File: config.mk
export PLATFORM = sky130hd
export DESIGN_NAME = pointer_unit
export DESIGN_NICKNAME = d
export VERILOG_FILES = /design/src/rtl/pointer_unit_pkg.sv /design/src/rtl/pointer_unit_ptr_reg16.sv /design/src/rtl/pointer_unit.sv
export SDC_FILE = /design/constraint.sdc
export NUM_CORES = 1
export LEC_CHECK = 0
export BUFFER_PORTS_ARGS = -buffer_cell sky130_fd_sc_hd__buf_2
export CORE_MARGIN = 4
export CORE_UTILIZATION = 40
export CTS_BUF_LIST = sky130_fd_sc_hd__clkbuf_16
export DETAILED_ROUTE_END_ITERATION = 10
export PLACE_DENSITY = 0.66
export SLEW_MARGIN = 20
export SYNTH_ARGS = -nofsm -noshare
export SYNTH_HDL_FRONTEND = slang
export SYNTH_SLANG_ARGS = --single-unit
export TNS_END_PERCENT = 5
File: constraint.sdc
create_clock -name clk -period 2.8 [get_ports clk]
set_input_delay 0.28 -clock clk [delete_from_list [all_inputs] [get_ports clk]]
set_output_delay 0.28 -clock clk [all_outputs]
set_load 0.01 [all_outputs]
File: src/rtl/pointer_unit_pkg.sv
// Shared widths, active-low enable encodings and reset vectors for the pointer unit.
package pointer_unit_pkg;

  localparam int PTR_W  = 16;
  localparam int BYTE_W = 8;

  localparam logic EN_N  = 1'b0;
  localparam logic DIS_N = 1'b1;

  localparam logic [PTR_W-1:0] RESET_IP_VEC = 16'h0000;
  localparam logic [PTR_W-1:0] RESET_DP_VEC = 16'h0000;

  function automatic logic [PTR_W-1:0] ptr_add(input logic [PTR_W-1:0] base,
                                               input logic             inc);
    return base + {{(PTR_W-1){1'b0}}, inc};
  endfunction

endpackage

File: src/rtl/pointer_unit_ptr_reg16.sv
// 16-bit negedge pointer register: optional full-word load, per-byte writes override
// the load for their byte, async active-low reset.
module ptr_reg16
  import pointer_unit_pkg::*;
#(
  parameter logic [PTR_W-1:0] RESET_VAL = 16'h0000
) (
  input  logic              clk,
  input  logic              rst,
  input  logic              load,
  input  logic [PTR_W-1:0]  load_val,
  input  logic              we_lo_n,
  input  logic              we_hi_n,
  input  logic [BYTE_W-1:0] byte_in,
  output logic [PTR_W-1:0]  q
);

  logic [PTR_W-1:0] q_q;
  logic [PTR_W-1:0] q_d;

  always_comb begin
    q_d = q_q;
    if (load) q_d = load_val;
    if (we_lo_n == EN_N) q_d[BYTE_W-1:0]     = byte_in;
    if (we_hi_n == EN_N) q_d[PTR_W-1:BYTE_W] = byte_in;
  end

  always_ff @(negedge clk or negedge rst) begin
    if (!rst) q_q <= RESET_VAL;
    else      q_q <= q_d;
  end

  assign q = q_q;

endmodule

File: src/rtl/pointer_unit.sv
// Instruction pointer and data pointer pair: increment, jump-by-exchange, byte loads
// of DP from the DI bus, address mux and ALU B operand drive.
module pointer_unit
  import pointer_unit_pkg::*;
#(
  parameter logic [PTR_W-1:0] RESET_IP = RESET_IP_VEC,
  parameter logic [PTR_W-1:0] RESET_DP = RESET_DP_VEC
) (
  input  logic              clk,
  input  logic              rst,
  input  logic [BYTE_W-1:0] di,
  input  logic              ip_inc,
  input  logic              swap_p,
  input  logic              addr_dp,
  input  logic              we_pl,
  input  logic              we_ph,
  input  logic              oe_pl_alu,
  input  logic              oe_ph_alu,
  output logic [PTR_W-1:0]  addr,
  output logic [BYTE_W-1:0] alu_b,
  output logic              alu_b_drive,
  output logic              oe_conflict,
  output logic [PTR_W-1:0]  ip,
  output logic [PTR_W-1:0]  dp
);

  logic [PTR_W-1:0] ip_src;
  logic [PTR_W-1:0] dp_src;
  logic [PTR_W-1:0] ip_load_val;

  // Both sources use the pre-edge registers, so DP gets the old, unincremented IP.
  always_comb begin
    ip_src      = swap_p ? dp : ip;
    dp_src      = swap_p ? ip : dp;
    ip_load_val = ptr_add(ip_src, ip_inc);
  end

  ptr_reg16 #(.RESET_VAL(RESET_IP)) u_ip_reg (
    .clk      (clk),
    .rst      (rst),
    .load     (swap_p | ip_inc),
    .load_val (ip_load_val),
    .we_lo_n  (DIS_N),
    .we_hi_n  (DIS_N),
    .byte_in  (di),
    .q        (ip)
  );

  ptr_reg16 #(.RESET_VAL(RESET_DP)) u_dp_reg (
    .clk      (clk),
    .rst      (rst),
    .load     (swap_p),
    .load_val (dp_src),
    .we_lo_n  (we_pl),
    .we_hi_n  (we_ph),
    .byte_in  (di),
    .q        (dp)
  );

  always_comb begin
    addr        = addr_dp ? dp : ip;
    alu_b_drive = (oe_pl_alu == EN_N) | (oe_ph_alu == EN_N);
    oe_conflict = (oe_pl_alu == EN_N) & (oe_ph_alu == EN_N);
    alu_b       = '0;
    if (oe_pl_alu == EN_N)      alu_b = dp[BYTE_W-1:0];
    else if (oe_ph_alu == EN_N) alu_b = dp[PTR_W-1:BYTE_W];
  end

endmodule

# Yosys cells after proc, flatten, opt, wreduce, memory -nomap -nowiden
# Index checks and enable logic that the tools add are counted.
[op_classes]
eq_ne = 2
muxes = 7
n_bitwise = 5
add_sub_neg = 1
[ops]
columns = ["op", "count"]
rows = [
  ["two-way mux 16 bit", 3],
  ["two-way mux 8 bit", 4],
  ["adder 16 x 1 -> 16 bit", 1],
  ["!= test 2 bit (second input constant)", 2],
  ["NOT 1 bit", 2],
  ["OR 1 bit", 2],
  ["bitwise AND 1 bit", 1],
]
[word_totals]
regBits = 32

# Logic depth before layout (Yosys ltp)
[logic_depth]
word_depth = 2
depth_mapped = 11
mapped_depth_nobuf = 8

# Cells and area by module
# A second synthesis with hierarchy kept.
[unflattened]
hier_cells = 301
hier_area_um2 = 2707.6
[by_module_without_submodules]
columns = ["mod", "cells_per_inst", "instances", "area_each_um2"]
rows = [
  ["ptr_reg16", 70, 2, 753.2],
  ["pointer_unit", 161, 1, 1201.2],
]

==> metrics.csv <==
stage,metric,value,unit
routing,detailed-router iteration count before antenna repair,4,
logic_synthesis,Synth area leader,dfrtn_1,
critical_path,Worst Path Required,1.54,ns
routing,Remaining DRCs,0,
clock_network,CTS H-tree lvls,2,
die,Starting Density,0.4094,
pwr,LEAKAGE,1.611,nW
cells_and_area,# diodes,0,
logic_synthesis,Post-synth ARST share,1.000,
sta,RSZ-0062 raised after global routing,yes,
logic_synthesis,top-area cell type share of the netlist area,0.3323,
routing,via count,2339,
routing,WL/cell,17.93,µm
clock_network,clk sink count,32,
die,Cell Rows,28,
clock_network,clk buf depth,2,
sta,final slew viol count,0,
pwr,Flop pwr share,0.310,
outcome,failing checks,setup timing,
pwr,Gate power share,0.465,
sta,final setup fails,29,
logic_synthesis,Synth Net Count,268,
critical_path,largest fanout on the critical path,8,
logic_synthesis,"EDFF count, synth",0,
min_path,hold path cells,1,
cells_and_area,Final #Nets,369,
sta,slew margin rel.,0.6297,
pwr,Switch Pwr,838.3,µW
critical_path,Critical Path Sink Type,register,
pwr,worst vdd ir,321.8,µV
logic_synthesis,Mapped Area,0.002410,mm²
clock_network,total CTS buffers,5,
pwr,Clk pwr share,0.225,
die,Die Y,85.62,µm
logic_synthesis,top-count cell post-synth,dfrtn_1,
logic_synthesis,"top cells by area, synth","dfrtn_1 (33%), mux2i_1 (13%), mux2_2 (9.8%)",
sta,Worst-Margin Slew,0.5554,ns
logic_synthesis,Yosys reg bits,32,
cells_and_area,layout cells sized above 1,0.4499,
cells_and_area,synth-to-layout area growth,41.95,%
clock_network,clk_lat worst skew,0.30,ns
critical_path,CP startpoint kind,primary input,
critical_path,worst r2r dst,u_ip_reg.q[12],
routing,First DRT Iteration DRCs,188,
min_path,hold path start,u_ip_reg.q[0],
routing,total routed wirelength,7.603,mm
grt,GRT overflow,0,
logic_synthesis,main flop type after synthesis,dfrtn_1,
grt,vias in the first global route,2285,
pwr,Pint,1.405,mW
sta,Worst Clk Skew,0.003858,ns
clock_network,CTS tree,yes,
critical_path,reg2reg setup slack,0.71,ns
logic_synthesis,Mapped Avg Cell Area,9.717,µm²
logic_synthesis,sequential-to-total area share from yosys stat,0.3323,
cells_and_area,area taken by multi-input logic gates,0.001610,mm²
critical_path,Crit path arrival time,1.84,ns
pwr,Pwr Density,655.6,mW/mm²
die,die area,0.007330,mm²
die,core area,0.005886,mm²
logic_synthesis,YS warnings,0,
routing,Vias/cell,5.517,
logic_synthesis,distinct cell type count after synthesis,33,
die,die width,85.62,µm
cells_and_area,register area,800.8,µm²
place,Routability Congestion,0.8495,
cells_and_area,Fillers,541,
grt,first-pass GRT wire length,12.16,mm
sta,Final WS setup,-0.2958,ns
place,PortBufs,74,
outcome,status,"complete, but fails checks",
sta,Hold Slack,0.5700,ns
routing,Antenna Violating Nets Remaining,0,
place,Detailed Place HPWL,5.746,mm
job,Max-Cap Viols,0,
pwr,sw frac,0.3738,
logic_synthesis,Synth top cells by count,"dfrtn_1 (32), mux2i_1 (31), mux2_2 (21), xor2_1 (21), nor2_1 (20)",
grt,all-layer global routing usage,0.2122,
die,I/O pins,75,
min_path,Hold Path Sink,u_ip_reg.q[0],
clock_network,Root Driver,clkbuf_16,
pwr,"Power, Total",2.243,mW
sta,"Hold Vio Cnt, Final",0,
critical_path,worst reg2reg path startpoint,u_dp_reg.q[0],
grt,initial antenna violation count,0,
grt,largest net degree at the start of global routing,40,
critical_path,kind of critical path,primary input to register,
min_path,Tightest Hold Check Type,register to register,
clock_network,Worst-path clk slew,0.04,ns
critical_path,Reg2Reg Depth,9,
logic_synthesis,Mapped Cells,248,
==> worst max-delay path by stage <==
stage / startpoint / end / cells after the start
after floorplan: swap_p / u_ip_reg.q[14] / 11
after detailed placement: swap_p / u_ip_reg.q[14] / 8
final: swap_p / u_ip_reg.q[12] / 10
after global routing: swap_p / u_ip_reg.q[14] / 10
after global placement: swap_p / u_ip_reg.q[14] / 8
after CTS: swap_p / u_ip_reg.q[14] / 10
==> through the flow <==
step / instances / setup WS (ns) / utilization / setup TNS (ns) / instance area, µm²
final: 424 / -0.2958 / 0.5812 / -3.184 / 3421
after global routing: 424 / -0.3653 / 0.5812 / -5.195 / 3421
after CTS: 422 / -0.3012 / 0.5702 / -3.124 / 3356
after detailed placement: 414 / -0.7387 / 0.5259 / -9.643 / 3095
after global placement: 414 / -0.6562 / 0.5259 / -8.840 / 3095
after floorplan: 248 / -0.8708 / - / -9.285 / 2467
==> layout by cell type, fill, tap and decap left out, types with 7 or more instances in the layout <==
cell      Yosys  final
nand2_1      13     11
mux2_2       21      9
buf_4         2     33
buf_6         1     13
xor2_1       21     21
nor2_1       20     20
nand3b_1      9      9
nand4_1      10     10
buf_2         3     62
mux2_4        0     12
dfrtn_1      32     32
xnor2_1       7      7
a21oi_1      18     18
mux2i_1      31     31
==> what timing repair did <==
action                     4_1_cts  5_1_grt
setup buffers                    1        2
pin swaps                       13        4
setup endpoints to repair       35       37
gates cloned                     0        0
hold buffers                     0        0
gates resized for setup         37       12
==> flip-flops by register name (all words and copies together), names as in the netlist <==
register	flops
u_dp_reg.q	16
u_ip_reg.q	16
==> per-layer routing <==
metal	GRT usage	routed length, µm	up-vias
met2	0.3065	3356	93
met3	0.03170	481	20
li1	-	-	1090
met1	0.3083	3507	1136
met4	0.1036	257	0
met5	0	0	-
==> kinds of logic (layout without fill, tap and decap cells) <==
| group | Yosys count | in the layout | synth area share |
|---|---|---|---|
| simple gates | 71 | 71 | 0.1802 |
| mux | 52 | 52 | 0.2269 |
| compound gates | 37 | 37 | 0.09605 |
| flops | 32 | 32 | 0.3323 |
| xor+xnor | 28 | 28 | 0.1018 |
| buf+inv | 25 | 126 | 0.04724 |
| fa+ha+maj | 3 | 3 | 0.01558 |
==> power groups by stage <==
stage / Clock (mW) / Combinational (mW) / Sequential [mW]
floorplan: 0 / 0.431 / 0.762
global placement: 0 / 0.933 / 0.695
detailed placement: 0 / 0.945 / 0.694
CTS: 0.511 / 1.01 / 0.691
global route: 0.532 / 1.12 / 0.709
finish: 0.505 / 1.04 / 0.696
==> worst max-delay path, cell delays in order <==
cell and delay [ns]:
buf_8 0.10, mux2_4 0.21, ha_4 0.14, ha_4 0.17, nand4_4 0.10, a221oi_4 0.32
buf_6 0.17, nand3_1 0.09, xor2_1 0.17, mux2i_1 0.09
==> final cells by class <==
class / count / area share
Multi-Input combinational cell: 191 / 0.4707
Sequential cell: 32 / 0.2341
Timing Repair Buffer: 111 / 0.2202
Clock buffer: 5 / 0.03658
Tap cell: 75 / 0.02743
Inverter: 8 / 0.008778
Clock inverter: 2 / 0.002195
Power figures use the tool's default switching activity.
